<file path="src/rtl/wb_stage.sv">
// Write-back stage: EX/M->WB pipeline register, write-back select, reg-file write port,
// forwarding selects back to EX/M, architectural output port and retired-instruction counter.
module wb_stage (
  input  logic        i_clk,
  input  logic        i_reset,
  input  logic        i_stall,
  input  logic        i_flush,
  input  logic        i_valid,
  input  logic        i_write_back,
  input  logic [1:0]  i_wb_selector,
  input  logic [2:0]  i_write_addr,
  input  logic [15:0] i_ex_result,
  input  logic [15:0] i_memory_data,
  input  logic [15:0] i_immediate,
  input  logic        i_out_port,
  input  logic [15:0] i_input_port,
  input  logic [2:0]  i_exm_rs,
  input  logic [2:0]  i_exm_rd,
  input  logic        i_exm_rs_used,
  input  logic        i_exm_rd_used,
  output logic [15:0] o_data_wb,
  output logic [2:0]  o_write_addr,
  output logic        o_write_enable,
  output logic        o_data1_forward,
  output logic        o_data2_forward,
  output logic [15:0] o_output_port,
  output logic        o_output_valid,
  output logic [15:0] o_retired
);

  typedef struct packed {
    logic        valid;
    logic        write_back;
    logic [1:0]  wb_selector;
    logic [2:0]  write_addr;
    logic [15:0] ex_result;
    logic [15:0] memory_data;
    logic [15:0] immediate;
    logic        out_port;
    logic [15:0] input_sample;
  } wb_reg_t;

  wb_reg_t     wb_q, wb_d;
  logic [15:0] port_q, port_d;
  logic        port_vld_q, port_vld_d;
  logic [15:0] retired_q, retired_d;
  logic        complete;
  logic        writes_reg;

  // The instruction in WB takes effect only in a cycle it is not being held.
  assign complete   = wb_q.valid & ~i_stall;
  assign writes_reg = wb_q.valid & wb_q.write_back;

  always_comb begin
    wb_d = wb_q;
    if (i_flush) begin
      wb_d = '0;
    end else if (!i_stall) begin
      wb_d.valid        = i_valid;
      wb_d.write_back   = i_write_back;
      wb_d.wb_selector  = i_wb_selector;
      wb_d.write_addr   = i_write_addr;
      wb_d.ex_result    = i_ex_result;
      wb_d.memory_data  = i_memory_data;
      wb_d.immediate    = i_immediate;
      wb_d.out_port     = i_out_port;
      wb_d.input_sample = i_input_port;
    end

    retired_d  = retired_q + {15'd0, complete};
    port_d     = port_q;
    port_vld_d = 1'b0;
    if (complete && wb_q.out_port) begin
      port_d     = wb_q.ex_result;
      port_vld_d = 1'b1;
    end
  end

  always_ff @(posedge i_clk or negedge i_reset) begin
    if (!i_reset) begin
      wb_q       <= '0;
      port_q     <= '0;
      port_vld_q <= 1'b0;
      retired_q  <= '0;
    end else begin
      wb_q       <= wb_d;
      port_q     <= port_d;
      port_vld_q <= port_vld_d;
      retired_q  <= retired_d;
    end
  end

  always_comb begin
    case (wb_q.wb_selector)
      2'b00:   o_data_wb = wb_q.ex_result;
      2'b01:   o_data_wb = wb_q.memory_data;
      2'b10:   o_data_wb = wb_q.immediate;
      default: o_data_wb = wb_q.input_sample;
    endcase
  end

  assign o_write_addr    = wb_q.write_addr;
  assign o_write_enable  = writes_reg & ~i_stall;
  // Held value is stable, so forwarding stays live during a stall.
  assign o_data1_forward = writes_reg & i_exm_rs_used & (wb_q.write_addr == i_exm_rs);
  assign o_data2_forward = writes_reg & i_exm_rd_used & (wb_q.write_addr == i_exm_rd);
  assign o_output_port   = port_q;
  assign o_output_valid  = port_vld_q;
  assign o_retired       = retired_q;

endmodule

</file>
<file path="config.mk">
export PLATFORM = sky130hd
export DESIGN_NAME = wb_stage
export DESIGN_NICKNAME = d
export VERILOG_FILES = /design/src/rtl/wb_stage.sv
export SDC_FILE = /design/constraint.sdc
export NUM_CORES = 1
export LEC_CHECK = 0
export CORE_MARGIN = 2
export CORE_UTILIZATION = 30
export CTS_CLUSTER_DIAMETER = 150
export DETAILED_ROUTE_END_ITERATION = 6
export RECOVER_POWER = 25
export SLEW_MARGIN = 20
export SYNTH_ARGS = -nofsm -noshare
export SYNTH_HDL_FRONTEND = slang
export SYNTH_SLANG_ARGS = --single-unit
</file>
<file path="constraint.sdc">
create_clock -name i_clk -period 4.8 [get_ports i_clk]
set_clock_uncertainty 0.15 [all_clocks]
set_input_delay 0.96 -clock i_clk [delete_from_list [all_inputs] [get_ports i_clk]]
set_output_delay 0.96 -clock i_clk [all_outputs]
set_load 0.02 [all_outputs]
</file>
==> impl_results.rst <==
.. list-table::
   :header-rows: 1

   * - Metric
     - Value
   * - Overall die area
     - 16800 sq um
   * - Via count of the first global-routing pass
     - 3291
   * - Count of standard-cell rows
     - 45
   * - Share of the synthesized area in compound gates (AO/OA/AOI/OAI)
     - 0%
   * - Hold violation count in the final report
     - 0
   * - Setup Fix Bufs, Post-CTS
     - 0
   * - Via Count
     - 3234
   * - Post-route DRC
     - 0
   * - Worst Path Buf+Inv
     - 2
   * - Failing checks
     - max-capacitance violations, max-slew violations
   * - Number of flops mapped to enable cells by yosys
     - 0
   * - Synth Flop Type
     - sky130_fd_sc_hd__dfrtp_1
   * - Avg WL per Cell
     - 16.6 um
   * - Run status
     - finished, violations left
   * - Area contributors post-synth
     - sky130_fd_sc_hd__dfrtp_1 56%, sky130_fd_sc_hd__mux2i_1 15%, sky130_fd_sc_hd__mux4_2 7.6%
   * - Diodes inserted
     - 0
   * - Initial antenna violation count
     - 0
   * - Post-synthesis sequential element count
     - 105
   * - Final HPWL DP
     - 8.15 mm
   * - Post-Synth XOR/XNOR Area
     - 3.70%
   * - Fmax
     - 0.269 GHz
   * - Share of the synthesized area in the top cell type
     - 55.5%
   * - Pwr per Cell Area
     - 326 nW/um^2
   * - Detailed-route wire length
     - 11.8 mm
   * - Clock-pin slew on the worst setup and hold paths
     - 80 ps
   * - Global placer's final weighted congestion
     - 0.801
   * - Maximum count of clock buffers along a single path
     - 2
   * - Standby leakage power
     - 3.06 nW
   * - Arr. time, crit path
     - 2600 ps
   * - Pins over their slew limit
     - 49
   * - Width of the die
     - 130 um
   * - Area of the placeable core
     - 15300 sq um
   * - I/O Pins
     - 139
   * - Library cell with the highest instance count after synthesis
     - sky130_fd_sc_hd__dfrtp_1
   * - Proportion of layout cells with a drive suffix above 1
     - 11.0%
   * - Antenna-violating nets left
     - 0
   * - Overflow after GRT
     - 0
   * - Path length in cells of the critical path
     - 3
   * - Count of routing violations after the opening detailed-route iteration
     - 136
   * - Post-CTS Hold Buffers
     - 0
   * - Worst Max-Slew Pin Slew
     - 2610 ps
   * - Detailed-routing iteration count for the pre-antenna-repair pass
     - 4
   * - Growth of design area from synthesis to finish
     - 38.7%
   * - Clock tree from TritonCTS
     - done
   * - Relative slew slack
     - -73.7%
   * - Slowest cell on the critical path
     - sky130_fd_sc_hd__dfrtp_1
   * - Kind of end point of the critical path
     - output port
   * - FFs w/ async S/R, synth
     - 100%
   * - Die boundary height
     - 130 um
   * - Worst hold path depth
     - 1
   * - Synthesized netlist net count
     - 449
   * - Critical-path maximum fanout
     - 12
   * - Maximum number of pins on one net before global-route repair
     - 73
   * - Number of maximum-capacitance constraint violations
     - 1
   * - Vias/cell
     - 4.55
   * - Type of the worst min-delay path
     - reg2reg
   * - Clock sink count
     - 105
   * - CP top delay family
     - buffers and inverters
   * - Number of warnings printed during yosys synthesis
     - 0
   * - Cell type contributing the most total cell area after synthesis
     - sky130_fd_sc_hd__dfrtp_1
   * - Main combinational cell family by area after synthesis
     - multiplexers
   * - TritonCTS buffer count
     - 9
   * - Avg Inst Size Synth
     - 13.0 sq um
   * - Cells after synthesis
     - 363
   * - Top cells by count, synth
     - 105 x sky130_fd_sc_hd__dfrtp_1, 78 x sky130_fd_sc_hd__nor2_1, 72 x sky130_fd_sc_hd__mux2i_1
   * - Fill cell total of the finished layout
     - 1423
   * - Final critical delay including setup and external delays
     - 3710 ps
   * - Slack of the worst reg-to-reg path
     - 2590 ps
   * - Worst r2r path cells
     - 3
   * - RSZ-0062 raised after global routing
     - false
   * - Share of cell area taken by muxes after synthesis
     - 27.4%
   * - Setup violators final
     - 0
   * - H-Tree Level Count
     - 3
   * - Number of cells upsized or downsized after cts
     - 0
   * - Final design instance area without fill
     - 6560 sq um
   * - Total track usage
     - 14.4%
   * - Critical Path Start Type
     - flop
   * - Input/output buffers
     - 138
   * - Area share of fa/ha/maj cells after synthesis
     - 0.529%
   * - Root buffer cell
     - sky130_fd_sc_hd__clkbuf_16
   * - Highest cell delay on the worst timing path
     - 850 ps
   * - Peak supply drop
     - 0.184 mV
   * - Post-route clock period utilization
     - 77.3%
   * - Post-synthesis share of cell area spent on and, or, nand and nor gates
     - 9.92%
   * - List of cells traversed by the critical path
     - buf_4 -> mux4_2 -> clkdlybuf4s50_1
   * - Clk Latency, worst-skew pair
     - 350 ps
   * - Kind of critical path
     - reg2out
   * - Count of distinct cell types in the synthesized netlist
     - 24
   * - Sum Neg Setup Slack
     - 0 ps
   * - Starting utilization of the core area
     - 30.9%
   * - Post-synthesis instance area
     - 4730 sq um
   * - Area after DPL
     - 6280 sq um
   * - Number of nets in the layout
     - 580
   * - Sequential area share after synthesis
     - 55.5%
   * - Wire length of the first global-routing pass
     - 18.2 mm
   * - Worst endpoint required time
     - 3690 ps
-- sequential cells by signal, indices dropped and copies added, names as in the netlist --
| signal | flops |
|---|---|
| wb_q | 69 |
| o_output_port | 16 |
| o_retired | 16 |
| o_write_addr | 3 |
| o_output_valid | 1 |
-- area by class of cell --
cell class              instances  area, sq um  share of cell area (%)
clock buffers                  10          229                    3.49
clock inverters                 6         76.3                    1.16
inverters                       2         7.51                   0.114
multi-input cells             232         1950                    29.7
flip-flops and latches        105         2630                    40.1
well taps                     211          264                    4.02
repair buffers                144         1410                    21.4
-- placed cells by master, fill, tap and decap left out, drive strengths merged, types with 7 or more instances in the layout --
| cell type | count |
|---|---|
| nand3 | 8 |
| mux2i | 72 |
| nor2 | 78 |
| mux2 | 16 |
| mux4 | 16 |
| xor2 | 13 |
| dfrtp | 105 |
| clkbuf | 13 |
| xnor2 | 7 |
| clkdlybuf4s50 | 135 |
-- routing by layer --
| metal | global-route usage (%) | vias to the layer above | part of all wire [%] |
|---|---|---|---|
| met4 | 5.38 | 0 | 1.4 |
| met2 | 22.6 | 94 | 48 |
| li1 | - | 1512 | - |
| met3 | 4.13 | 11 | 5.5 |
| met5 | 0 | - | 0 |
| met1 | 18.8 | 1617 | 45 |
-- cell families after synthesis --
kind of cell	after synthesis
flip-flops	105
adder cells (fa/ha/maj)	2
XOR/XNOR	20
multiplexers	104
AND/OR/NAND/NOR	106
buffers and inverters	26
-- final timing paths --
| check | start | endpoint |
|---|---|---|
| hold reg to reg | o_retired[15] | o_retired[15] |
| setup reg to reg | wb_q[71] | o_output_port[8] |
| min in group asynchronous | i_reset | wb_q[58] |
| hold / removal | o_retired[15] | o_retired[15] |
| max in group asynchronous | i_reset | wb_q[34] |
| setup / recovery | wb_q[68] | o_data_wb[12] |
-- metrics by stage --
step | std cells | util, % | total power, mW | hold slack [ps] | worst slack (ps)
after floorplan | 363 | - | 1.19 | 334 | 1860
after detailed placement | 694 | 41.0 | 1.40 | 316 | 1200
after global placement | 694 | 41.0 | 1.40 | 315 | 1250
final | 710 | 42.8 | 2.14 | 326 | 1090
after CTS | 710 | 43.0 | 2.17 | 331 | 988
after global routing | 710 | 42.8 | 2.24 | 342 | 832
-- power by group --
group | leakage [nW] | internal (mW) | switching (mW)
combinational | 1.51 | 0.210 | 0.164
sequential | 1.40 | 0.947 | 0.0556
clock | 0.149 | 0.413 | 0.351
total | 3.06 | 1.57 | 0.570
No activity file was read; power rests on OpenSTA's default activity.
